--- src/rtl/uart8_transmitter.sv ---
// 8-bit UART transmitter.
// Sends one byte per frame: a start bit, 8 data bits LSB first, an optional
// parity bit and 1 or 2 stop bits. Each serial bit lasts OVERSAMPLE clk ticks.
// All outputs are registered and reflect the state held during the previous
// cycle. As a result the line follows the accepting edge by one cycle, and
// done rises one cycle after the last stop tick.
//
// Handshake: start is a request qualified by en. It is taken only when the
// FSM is IDLE, and txData is captured on that same edge. A request made while
// busy is dropped and causes no side effect. It is not queued.
module uart8_transmitter #(
  parameter int OVERSAMPLE = 16,
  parameter int PARITY     = 0,
  parameter int STOP_BITS  = 1
) (
  input  logic       clk,
  input  logic       rstN,
  input  logic       en,
  input  logic       start,
  input  logic [7:0] txData,
  output logic       txOut,
  output logic       busy,
  output logic       done
);

  localparam int TW = $clog2(OVERSAMPLE);
  localparam logic [TW-1:0] TICK_LAST = TW'(OVERSAMPLE - 1);
  localparam logic [2:0]    STOP_LAST = 3'(STOP_BITS - 1);

  typedef enum logic [2:0] {
    S_IDLE   = 3'd0,
    S_START  = 3'd1,
    S_DATA   = 3'd2,
    S_PARITY = 3'd3,
    S_STOP   = 3'd4
  } state_t;

  state_t        r_state;
  state_t        w_state_nxt;
  logic [TW-1:0] r_tick;
  logic [TW-1:0] w_tick_nxt;
  logic [2:0]    r_bit_idx;
  logic [2:0]    w_bit_idx_nxt;
  logic [7:0]    r_shift;
  logic [7:0]    w_shift_nxt;
  logic          r_parity;
  logic          w_parity_nxt;
  logic          r_fin;
  logic          w_fin_nxt;
  logic          w_tick_last;
  logic          w_tx_nxt;
  logic          w_busy_nxt;
  logic          w_done_nxt;

  // Final tick of the serial bit currently on the line
  assign w_tick_last = (r_tick == TICK_LAST);

  // Next-state, counters and registered-output values, all derived from the current state
  always_comb begin
    w_state_nxt   = r_state;
    w_tick_nxt    = r_tick;
    w_bit_idx_nxt = r_bit_idx;
    w_shift_nxt   = r_shift;
    w_parity_nxt  = r_parity;
    w_fin_nxt     = 1'b0;
    w_tx_nxt      = 1'b1;
    w_busy_nxt    = 1'b0;
    w_done_nxt    = r_fin;

    if (!en) begin
      // Abort: park in IDLE with the line high and suppress any pending done
      w_state_nxt   = S_IDLE;
      w_tick_nxt    = '0;
      w_bit_idx_nxt = 3'd0;
      w_done_nxt    = 1'b0;
    end else begin
      case (r_state)
        S_IDLE: begin
          if (start) begin
            w_shift_nxt   = txData;
            w_parity_nxt  = (PARITY == 1) ? ~(^txData) : (^txData);
            w_tick_nxt    = '0;
            w_bit_idx_nxt = 3'd0;
            w_state_nxt   = S_START;
          end
        end

        S_START: begin
          w_tx_nxt   = 1'b0;
          w_busy_nxt = 1'b1;
          if (w_tick_last) begin
            w_tick_nxt    = '0;
            w_bit_idx_nxt = 3'd0;
            w_state_nxt   = S_DATA;
          end else begin
            w_tick_nxt = r_tick + 1'b1;
          end
        end

        S_DATA: begin
          w_tx_nxt   = r_shift[0];
          w_busy_nxt = 1'b1;
          if (w_tick_last) begin
            w_tick_nxt    = '0;
            w_shift_nxt   = {1'b0, r_shift[7:1]};
            // The 3-bit index wraps 7 -> 0 as the last data bit finishes
            w_bit_idx_nxt = r_bit_idx + 1'b1;
            if (r_bit_idx == 3'd7) begin
              w_state_nxt = (PARITY != 0) ? S_PARITY : S_STOP;
            end
          end else begin
            w_tick_nxt = r_tick + 1'b1;
          end
        end

        S_PARITY: begin
          w_tx_nxt   = r_parity;
          w_busy_nxt = 1'b1;
          if (w_tick_last) begin
            w_tick_nxt  = '0;
            w_state_nxt = S_STOP;
          end else begin
            w_tick_nxt = r_tick + 1'b1;
          end
        end

        S_STOP: begin
          // The bit index, already back at 0, counts stop bits here
          w_tx_nxt   = 1'b1;
          w_busy_nxt = 1'b1;
          if (w_tick_last) begin
            w_tick_nxt = '0;
            if (r_bit_idx == STOP_LAST) begin
              w_bit_idx_nxt = 3'd0;
              w_fin_nxt     = 1'b1;
              w_state_nxt   = S_IDLE;
            end else begin
              w_bit_idx_nxt = r_bit_idx + 1'b1;
            end
          end else begin
            w_tick_nxt = r_tick + 1'b1;
          end
        end

        default: begin
          w_state_nxt   = S_IDLE;
          w_tick_nxt    = '0;
          w_bit_idx_nxt = 3'd0;
        end
      endcase
    end
  end

  // FSM state, counters and the captured frame contents
  always_ff @(posedge clk or negedge rstN) begin
    if (!rstN) begin
      r_state   <= S_IDLE;
      r_tick    <= '0;
      r_bit_idx <= 3'd0;
      r_shift   <= 8'd0;
      r_parity  <= 1'b0;
      r_fin     <= 1'b0;
    end else begin
      r_state   <= w_state_nxt;
      r_tick    <= w_tick_nxt;
      r_bit_idx <= w_bit_idx_nxt;
      r_shift   <= w_shift_nxt;
      r_parity  <= w_parity_nxt;
      r_fin     <= w_fin_nxt;
    end
  end

  // Registered outputs, so that no input reaches a pin through combinational logic
  always_ff @(posedge clk or negedge rstN) begin
    if (!rstN) begin
      txOut <= 1'b1;
      busy  <= 1'b0;
      done  <= 1'b0;
    end else begin
      txOut <= w_tx_nxt;
      busy  <= w_busy_nxt;
      done  <= w_done_nxt;
    end
  end

endmodule

--- config.mk ---
export PLATFORM = sky130hd
export DESIGN_NAME = uart8_transmitter
export DESIGN_NICKNAME = d
export VERILOG_FILES = /design/src/rtl/uart8_transmitter.sv
export SDC_FILE = /design/constraint.sdc
export NUM_CORES = 1
export LEC_CHECK = 0
export ABC_AREA = 1
export CAP_MARGIN = 20
export CORE_ASPECT_RATIO = 0.7
export CORE_MARGIN = 10
export CORE_UTILIZATION = 61
export DETAILED_ROUTE_END_ITERATION = 7
export HOLD_SLACK_MARGIN = 0.1
export PLACE_DENSITY = 0.84
export SYNTH_ARGS = -nofsm -noshare
export SYNTH_HDL_FRONTEND = slang
export SYNTH_SLANG_ARGS = --single-unit
--- constraint.sdc ---
create_clock -name clk -period 2.3 [get_ports clk]
set_clock_uncertainty 0.2 [all_clocks]
set_input_delay 0.69 -clock clk [delete_from_list [all_inputs] [get_ports clk]]
set_output_delay 0.69 -clock clk [all_outputs]
set_load 0.1 [all_outputs]
### After elaboration in Yosys (flattened, before gate mapping)

Cells that the tools add are included.

| cells by class | value |
|---|---|
| add/sub/neg operators | 2 |
| equality and inequality tests | 16 |
| mux-type cells | 32 |
| reductions and logical operators | 9 |

Operator list:

| operator | count |
|---|---|
| $mux 3 | 14 |
| $pmux 3 s5 | 2 |
| $ne 3x3->1 const B | 7 |
| $mux 8 | 2 |
| $pmux 8 s2 | 1 |
| $mux 4 | 3 |
| $mux 1 | 8 |
| $pmux 4 s2 | 1 |
| $reduce_xor 8->1 | 1 |
| $reduce_and 7->1 | 1 |
| $eq 3x2->1 const B | 2 |
| $eq 3x3->1 const B | 2 |
| $logic_not 3->1 | 2 |
| $ne 2x2->1 const B | 3 |
| $reduce_and 5->1 | 1 |
| $add 4x1->4 const B | 1 |
| $eq 4x4->1 const B | 1 |
| $reduce_and 4->1 | 1 |
| $reduce_or 4->1 | 1 |
| $add 3x1->3 const B | 1 |
| $eq 3x1->1 const B | 1 |
| $pmux 1 s3 | 1 |
| $reduce_and 3->1 | 1 |
| $reduce_bool 2->1 | 1 |

| word-level totals | value |
|---|---|
| flip-flop bits (word level) | 23 |
| bits of input ports | 12 |
| output and inout bits | 3 |
| logic and storage cells | 68 |

### Depth between registers and ports, before layout

Gate-level depths: netlist of run 1.

| depth | value |
|---|---|
| word-level depth | 5 |
| gate-level depth with buffers | 11 |
| gate-level depth less buffers | 11 |

### Least setup slack after synthesis of run 1

Ideal clock, no wire load.

| path | value |
|---|---|
| path type | reg-to-output |
| start | register busy |
| end | output busy |
| arrival time | 0.883 ns |
| data required time | 1.410 ns |
| slack | 0.527 ns |
| stages on the path, launching flop included | 1 |
| path buffers | 0 |
| cell sequence | dfrtp_1 |

RTL lines:

| item | RTL line | source |
|---|---|---|
| start: declaration | 22 | `output logic busy,` |
| start signal: assignment | 181 | `busy <= w_busy_nxt;` |

No word-level cell between the ends.

### Final worst setup path of run 1

| path | value |
|---|---|
| start | register txOut |
| end | output txOut |

RTL lines:

| item | RTL line | source |
|---|---|---|
| start: declaration | 21 | `output logic txOut,` |
| start signal: assignment | 180 | `txOut <= w_tx_nxt;` |

No word-level cell between the ends.

==> impl_metrics.env, run 1 <==
export IMPL_hold_buffers=0
export IMPL_die_x_um=80.1
export IMPL_dieArea_mm2=0.00497
export IMPL_dp_hpwl_um=2320
export IMPL_fin_setup_tns_ns=0
export IMPL_final_cell_mix="87 x nand2_1, 33 x inv_1, 22 x dfrtp_1"
export IMPL_power_net_switching_w=0.000720
export IMPL_critical_path_top_delay_family="flip-flops"
export IMPL_nets=254
export IMPL_synth_nets=237
export IMPL_crit_path_max_incr_delay_ns=0.56
export IMPL_tightest_slew_ns=0.393
export IMPL_relSlewSlack_pct=73.6
export IMPL_seq_power_share_pct=38.7
export IMPL_ys_seq_area_share_pct=37.4
export IMPL_place_area_mm2=0.00172
export IMPL_worstPathBufferInverterCount=1
export IMPL_finalHoldViolations=0
export IMPL_initial_utilization_pct=63.2
export IMPL_required_ns=1.41
export IMPL_cts_setup_buffers=0
export IMPL_min_period_ns=1.94
export IMPL_gp_congestion=0.986
export IMPL_wl_um=2880
export IMPL_yosys_warnings=0
export IMPL_cts_root_buf="clkbuf_4"
export IMPL_rr_startpoint="r_tick[0]"
export IMPL_combPwrFrac_pct=49.5
export IMPL_core_mm2=0.00244
export IMPL_peakVddDrop_v=0.000500
export IMPL_antenna_found_initial=0
export IMPL_globalRouteTotalUtil_pct=13.1
export IMPL_drive_above_1_share_pct=14.8
export IMPL_fin_area_mm2=0.00175
export IMPL_numCtsBuffers=3
export IMPL_ys_types=25
export IMPL_path_cells="buf_12"
export IMPL_die_h_um=62.1
export IMPL_drt_iter0_markers=104
export IMPL_clk_pin_slew_ns=0.12
export IMPL_rrSetupSlack_ns=0.52
export IMPL_rsz0062_at_grt="false"
export IMPL_overflow=0
export IMPL_finalCritPeriodShare_pct=84.3
export IMPL_slew_violations=0
export IMPL_cellInternalPower_w=0.000861
export IMPL_cts_tree="done"
export IMPL_drt_pass1_iterations=4
export IMPL_m1WireLength_um=1480
export IMPL_hp_start="r_fin"
export IMPL_hold_depth=2
export IMPL_arrival_ns=1.05
export IMPL_clk_latency_ns=0.31
export IMPL_grt_pass1_vias=1169
export IMPL_worstSetupPathType="reg2out"
export IMPL_syn_avg_cell_area_um2=6.98
export IMPL_cts_sinks=23
export IMPL_grt_max_degree=24
export IMPL_routed_via_count=1316
export IMPL_vias_per_cell=4.86
export IMPL_final_common_cell="nand2_1"
export IMPL_status="complete, no violations"
export IMPL_wl_met2_um=1220
export IMPL_synthesis_area_mm2=0.00154
export IMPL_worstHoldEndpoint="done"
export IMPL_regToRegEndpoint="r_bit_idx[0]"
export IMPL_path_max_fanout=1
export IMPL_route_detailed_drc=0
export IMPL_top_layer="met4"
export IMPL_reg2regPathDepth=9
export IMPL_finalSetupViolCount=0
export IMPL_cap_violations=0
export IMPL_synthToLayoutAreaGrowth_pct=13.5
export IMPL_start_kind="flip-flop"
export IMPL_wl_per_cell_um=10.6
export IMPL_power_density_mw_per_mm2=903
export IMPL_swShare_pct=45.6
export IMPL_fmax_ghz=0.516
export IMPL_cts_buffer_depth=2
export IMPL_grt_pass1_wl_um=5190
export IMPL_wl_met3_um=172
export IMPL_post_cts_resized=0
export IMPL_critPathSlowestCell="dfstp_2"
export IMPL_synth_seq_cells=23
export IMPL_hp_class="reg2reg"
export IMPL_rows=15
export IMPL_power_frac_clock_pct=11.8
export IMPL_antenna_cells=0
export IMPL_ios=15
export IMPL_portBuffers=14
export IMPL_cp_end_kind="primary output"
export IMPL_syn_inst=221
export IMPL_htreeDepth=1
export IMPL_ant_nets=0
export IMPL_final_core_util_pct=71.8
export IMPL_p_leak_nw=0.994
==> stage by stage <==
step	instances	hold slack [ns]	power [W]	setup slack, ns
after floorplan	221	0.194	0.00124	0.527
after global placement	267	0.269	0.00139	0.115
after detailed placement	267	0.235	0.00140	0.0549
after CTS	271	0.265	0.00158	0.354
after global routing	271	0.322	0.00172	0.200
final	271	0.262	0.00158	0.361
==> state kept, by name (all words and copies together) (netlist names) <==
name,count
busy,1
done,1
r_bit_idx,3
r_fin,1
r_parity,1
r_shift,8
r_state,3
r_tick,4
txOut,1
==> final cells by class <==
| class | count | area, um2 |
|---|---|---|
| clock inverter | 1 | 5.00 |
| timing repair buffer | 17 | 193 |
| clock buffer | 3 | 22.5 |
| tap | 34 | 42.5 |
| multi-input combinational | 157 | 777 |
| sequential | 23 | 577 |
| fill | 203 | 688 |
| inverter | 36 | 135 |
==> kinds of logic after synthesis <==
kind of cell	share of synthesized area, %
simple gates	35.6
buf+inv	12.2
compound gates	10.9
flops	37.4
fa+ha+maj	3.24
xor+xnor	0.568
==> Yosys cell counts (all sizes together) <==
| library cell | count | area (um2) |
|---|---|---|
| buf | 5 | 53.8 |
| nand2 | 96 | 398 |
| dfrtp | 22 | 551 |
| inv | 36 | 135 |
| o21ai | 18 | 116 |
| o211ai | 1 | 7.51 |
| a22o | 1 | 8.76 |
| xnor2 | 1 | 8.76 |
| dfstp | 1 | 26.3 |
| a21oi | 6 | 30.0 |
| o22ai | 1 | 6.26 |
| nor4 | 1 | 6.26 |
| nor2 | 20 | 100 |
| ha | 4 | 50.1 |
| nand3 | 8 | 45.0 |
==> power by group through the flow <==
stage	Combinational (W)	Sequential, W	Clock [W]
after floorplan	0.000564	0.000672	0
after global placement	0.000769	0.000617	0
after detailed placement	0.000779	0.000619	0
after CTS	0.000782	0.000610	0.000191
after global routing	0.000878	0.000631	0.000210
final	0.000783	0.000611	0.000187
==> metal layers <==
metal	GRT usage, %	vias up
met4	1.50	0
met2	20.5	27
met1	17.7	582
met3	4.17	2
li1	-	705
met5	0	-
==> worst max-delay path by stage <==
stage	from	end	cells after the start
final	txOut	txOut	1
after floorplan	busy	busy	0
after CTS	txOut	txOut	1
after global routing	en	r_state[0]	9
after global placement	en	r_state[2]	9
after detailed placement	en	r_state[0]	9
No activity file was read; power rests on OpenSTA's default activity.
==> run 2, diff against run 1 <==
--- a/config.mk
+++ b/config.mk
@@ -9,10 +9,10 @@
 export CAP_MARGIN = 20
 export CORE_ASPECT_RATIO = 0.7
 export CORE_MARGIN = 10
-export CORE_UTILIZATION = 61
+export CORE_UTILIZATION = 56
 export DETAILED_ROUTE_END_ITERATION = 7
 export HOLD_SLACK_MARGIN = 0.1
-export PLACE_DENSITY = 0.84
+export PLACE_DENSITY = 0.78
 export SYNTH_ARGS = -nofsm -noshare
 export SYNTH_HDL_FRONTEND = slang
 export SYNTH_SLANG_ARGS = --single-unit
==> constraint.sdc (replaced) <==
create_clock -name clk -period 1.8 [get_ports clk]
set_clock_uncertainty 0.2 [all_clocks]
set_input_delay 0.54 -clock clk [delete_from_list [all_inputs] [get_ports clk]]
set_output_delay 0.54 -clock clk [all_outputs]
set_load 0.1 [all_outputs]
==> impl_metrics.env, run 2 (synthesized netlist as in run 1, its figures left out) <==
export IMPL_status="complete, no violations"
export IMPL_power_net_switching_w=0.000972
export IMPL_min_period_ns=1.73
export IMPL_p_leak_nw=1.07
export IMPL_fin_setup_tns_ns=0
export IMPL_peakVddDrop_v=0.000607
export IMPL_worstSetupPathType="reg2out"
export IMPL_hold_depth=2
export IMPL_die_x_um=82.7
export IMPL_route_detailed_drc=0
export IMPL_gp_congestion=0.925
export IMPL_clk_latency_ns=0.26
export IMPL_fin_area_mm2=0.00191
export IMPL_power_frac_clock_pct=14.5
export IMPL_hold_buffers=0
export IMPL_power_w=0.00220
export IMPL_relSlewSlack_pct=77.6
export IMPL_worstPathBufferInverterCount=1
export IMPL_synthToLayoutAreaGrowth_pct=23.5
export IMPL_top_register="r_shift"
export IMPL_arrival_ns=0.99
export IMPL_drt_iter0_markers=61
export IMPL_cts_buffer_depth=2
export IMPL_finalCritPeriodShare_pct=96.3
export IMPL_fillers=206
export IMPL_tightest_slew_ns=0.336
export IMPL_ios=15
export IMPL_wl_um=3420
export IMPL_start_kind="flip-flop"
export IMPL_nets=267
export IMPL_reg2regPathDepth=8
export IMPL_dp_hpwl_um=2680
export IMPL_core_mm2=0.00255
export IMPL_reg_top3="r_shift (8), r_tick (4)"
export IMPL_routed_via_count=1410
export IMPL_numCtsBuffers=3
export IMPL_dieArea_mm2=0.00529
export IMPL_finalSetupViolCount=0
export IMPL_largest_reg_flops=8
export IMPL_cellInternalPower_w=0.00123
export IMPL_final_common_cell="nand2_1"
export IMPL_crit_path_max_incr_delay_ns=0.56
export IMPL_finalHoldViolations=0
export IMPL_vias_per_cell=4.96
export IMPL_htreeDepth=1
export IMPL_critPathSlowestCell="dfstp_2"
export IMPL_seq_power_share_pct=36.0
export IMPL_hp_class="reg2reg"
export IMPL_path_cells="buf_12"
export IMPL_regToRegEndpoint="r_shift[2]"
export IMPL_rows=15
export IMPL_cts_root_buf="clkbuf_8"
export IMPL_hp_start="r_fin"
export IMPL_power_density_mw_per_mm2=1160
export IMPL_cts_sinks=23
export IMPL_swShare_pct=44.1
export IMPL_required_ns=1.06
export IMPL_antenna_found_initial=0
export IMPL_grt_pass1_wl_um=5760
export IMPL_portBuffers=14
export IMPL_place_area_mm2=0.00182
export IMPL_die_h_um=63.9
export IMPL_critical_path_top_delay_family="flip-flops"
export IMPL_fmax_ghz=0.577
export IMPL_cp_end_kind="primary output"
export IMPL_globalRouteTotalUtil_pct=13.2
export IMPL_worstHoldEndpoint="done"
export IMPL_drive_above_1_share_pct=21.2
export IMPL_antenna_cells=0
export IMPL_drt_pass1_iterations=4
export IMPL_final_cell_mix="86 x nand2_1, 33 x inv_1, 22 x dfrtp_1"
export IMPL_path_max_fanout=1
export IMPL_cap_violations=0
export IMPL_grt_max_degree=24
export IMPL_rr_startpoint="r_tick[0]"
export IMPL_ant_nets=0
export IMPL_slew_violations=0
export IMPL_wl_per_cell_um=12.0
export IMPL_clk_pin_slew_ns=0.08
export IMPL_overflow=0
export IMPL_rrSetupSlack_ns=0.12
export IMPL_initial_utilization_pct=60.4
export IMPL_combPwrFrac_pct=49.6
export IMPL_grt_pass1_vias=1254
export IMPL_cts_tree="done"
-- run 2: changes by cell type in the layout (fill, tap and decap cells not counted), sizes merged --
cell and delta:
buf +13, clkdlybuf4s15 +1, clkdlybuf4s50 -1
-- run 2: power by group through the flow --
stage / Clock (W) / Combinational [W] / Sequential [W]
CTS: 0.000330 / 0.00106 / 0.000783
global placement: 0 / 0.00102 / 0.000789
detailed placement: 0 / 0.00105 / 0.000794
finish: 0.000319 / 0.00109 / 0.000792
floorplan: 0 / 0.000720 / 0.000859
global route: 0.000356 / 0.00123 / 0.000813
-- run 2: layout make-up --
cell class,count,area (um2),share of cell area (%)
clock inverter,1,5.00,0.263
inverter,36,135,7.09
multi-input combinational,157,802,42.1
timing repair buffer,30,303,15.9
clock buffer,3,41.3,2.17
tap,34,42.5,2.23
sequential,23,577,30.3
-- run 2: worst max path at each step --
stage | startpoint | to | slack [ns] | depth (start not counted)
floorplan | busy | busy | 0.18 | 0
global placement | en | r_bit_idx[0] | -0.25 | 9
detailed placement | en | r_bit_idx[0] | -0.35 | 9
CTS | r_tick[1] | r_shift[2] | 0.06 | 8
global route | r_tick[0] | r_bit_idx[0] | -0.009 | 9
finish | txOut | txOut | 0.07 | 1
-- run 2: layer usage --
metal / vias to the layer above / GRT usage, % / part of all wire [%]
met5: - / 0 / 0
met4: 0 / 1.88 / 0.35
met1: 643 / 18.7 / 49
li1: 729 / - / -
met2: 36 / 20.1 / 46
met3: 2 / 3.35 / 4.6
-- run 2: stage by stage --
| stage | hold WS (ns) | worst slack, ns | utilization, % | std cells |
|---|---|---|---|---|
| 4_1_cts | 0.278 | 0.0558 | 73.0 | 282 |
| 2_1_floorplan | 0.0444 | 0.177 | - | 221 |
| 6_report | 0.264 | 0.0667 | 74.7 | 284 |
| 5_1_grt | 0.314 | -0.00930 | 74.7 | 284 |
| 3_3_place_gp | 0.241 | -0.251 | 71.3 | 278 |
| 3_5_place_dp | 0.248 | -0.350 | 71.3 | 278 |
-- run 2: timing repair --
item	4_1_cts	5_1_grt
gates resized for setup	1	7
pin swaps	0	1
cloned	0	0
endpoints found under the hold margin	0	0
setup endpoints to repair	7	9
setup buffers	0	2
==> run 3, diff against run 2 <==
--- a/config.mk
+++ b/config.mk
@@ -9,10 +9,9 @@
 export CAP_MARGIN = 20
 export CORE_ASPECT_RATIO = 0.7
 export CORE_MARGIN = 10
-export CORE_UTILIZATION = 56
+export CORE_UTILIZATION = 34
 export DETAILED_ROUTE_END_ITERATION = 7
 export HOLD_SLACK_MARGIN = 0.1
-export PLACE_DENSITY = 0.78
 export SYNTH_ARGS = -nofsm -noshare
 export SYNTH_HDL_FRONTEND = slang
 export SYNTH_SLANG_ARGS = --single-unit
==> impl_metrics.env, run 3 (synthesized netlist as in run 1, its figures left out) <==
export IMPL_fin_area_mm2=0.00195
export IMPL_core_mm2=0.00435
export IMPL_p_leak_nw=1.09
export IMPL_power_density_mw_per_mm2=1120
export IMPL_cts_buffer_depth=2
export IMPL_die_h_um=76.4
export IMPL_finalCritPeriodShare_pct=96.1
export IMPL_numCtsBuffers=3
export IMPL_drive_above_1_share_pct=21.3
export IMPL_route_detailed_drc=0
export IMPL_critical_path_top_delay_family="flip-flops"
export IMPL_status="complete, no violations"
export IMPL_place_area_mm2=0.00188
export IMPL_vias_per_cell=4.29
export IMPL_portBuffers=14
export IMPL_hp_class="reg2reg"
export IMPL_peakVddDrop_v=0.000682
export IMPL_cts_tree="done"
export IMPL_grt_pass1_wl_um=5410
export IMPL_instances_no_fill=308
export IMPL_cp_end_kind="primary output"
export IMPL_htreeDepth=1
export IMPL_place_ws_ns=-0.334
export IMPL_die_x_um=101
export IMPL_fmax_ghz=0.578
export IMPL_critPathSlowestCell="dfstp_2"
export IMPL_cts_sinks=23
export IMPL_antenna_cells=0
export IMPL_cts_setup_buffers=0
export IMPL_worstPathBufferInverterCount=1
export IMPL_relSlewSlack_pct=78.0
export IMPL_overflow=0
export IMPL_final_cell_mix="87 x nand2_1, 32 x inv_1, 22 x dfrtp_1"
export IMPL_drt_pass1_iterations=4
export IMPL_cts_root_buf="clkbuf_8"
export IMPL_hold_buffers=0
export IMPL_required_ns=1.06
export IMPL_dieArea_mm2=0.00767
export IMPL_tightest_slew_ns=0.330
export IMPL_clk_pin_slew_ns=0.08
export IMPL_nets=270
export IMPL_fillers=452
export IMPL_place_inst=304
export IMPL_gp_congestion=0.872
export IMPL_path_cells="buf_12"
export IMPL_ios=15
export IMPL_wl_um=3040
export IMPL_globalRouteTotalUtil_pct=8.20
export IMPL_routed_via_count=1320
export IMPL_reg_top3="r_shift (8), r_tick (4)"
export IMPL_cap_violations=0
export IMPL_ant_nets=0
export IMPL_antenna_found_initial=0
export IMPL_finalSetupViolCount=0
export IMPL_min_period_ns=1.73
export IMPL_grt_max_degree=24
export IMPL_crit_path_max_incr_delay_ns=0.55
export IMPL_worstSetupPathType="reg2out"
export IMPL_finalHoldViolations=0
export IMPL_grt_pass1_vias=1179
export IMPL_arrival_ns=0.99
export IMPL_start_kind="flip-flop"
export IMPL_largest_reg_flops=8
export IMPL_drt_iter0_markers=54
export IMPL_slew_violations=0
export IMPL_final_common_cell="nand2_1"
export IMPL_synthToLayoutAreaGrowth_pct=26.4
export IMPL_top_register="r_shift"
export IMPL_wl_per_cell_um=9.88
export IMPL_rsz0062_at_grt="false"
export IMPL_path_max_fanout=1
export IMPL_rows=20
export IMPL_initial_utilization_pct=35.4
export IMPL_dp_hpwl_um=2480
export IMPL_layout_setup_ws_ns=0.0694
export IMPL_clk_latency_ns=0.27
export IMPL_fin_setup_tns_ns=0
-- run 3: routing by layer --
metal  global-route usage (%)  vias up  wire, um
li1                         -      738         -
met1                     12.5      564      1710
met2                     10.7       14      1200
met3                     2.26        4       104
met4                     2.11        0        29
met5                        0        -         0
-- run 3: path summary, 6_finish.rpt --
| path | start | to | slack [ns] | cells after the start |
|---|---|---|---|---|
| setup / recovery | txOut | txOut | 0.07 | 1 |
| hold / removal | r_fin | done | 0.27 | 2 |
| setup reg to reg | r_tick[1] | r_shift[1] | 0.11 | 8 |
| hold reg to reg | r_fin | done | 0.27 | 2 |
| max in group asynchronous | rstN | txOut | 0.77 | 2 |
| min in group asynchronous | rstN | r_tick[0] | 0.41 | 2 |
-- run 3: final cells by class --
| type | instances | area (um2) | area share, % |
|---|---|---|---|
| multi-input combinational | 157 | 796 | 40.8 |
| sequential | 23 | 577 | 29.6 |
| timing repair buffer | 33 | 328 | 16.8 |
| inverter | 36 | 135 | 6.93 |
| tap | 55 | 68.8 | 3.53 |
| clock buffer | 3 | 41.3 | 2.12 |
| clock inverter | 1 | 5.00 | 0.257 |
-- run 3: metrics by stage --
step	power (W)	hold slack [ns]	utilization (%)
after floorplan	0.00158	0.0444	-
after detailed placement	0.00185	0.257	43.2
after CTS	0.00220	0.278	44.5
final	0.00219	0.266	44.8
after global placement	0.00185	0.259	43.2
after global routing	0.00237	0.299	44.8
-- run 3: where the power goes --
| group | switching [W] | leakage [nW] | internal (W) | total [W] |
|---|---|---|---|---|
| Clock | 0.000173 | 0.0255 | 0.000155 | 0.000328 |
| Combinational | 0.000681 | 0.768 | 0.000396 | 0.00108 |
| Sequential | 0.000109 | 0.301 | 0.000674 | 0.000782 |
| Total | 0.000964 | 1.09 | 0.00122 | 0.00219 |
-- run 3: timing repair --
action                     4_1_cts  5_1_grt
gates resized for setup          3        3
gates cloned                     0        0
setup endpoints to repair        6       12
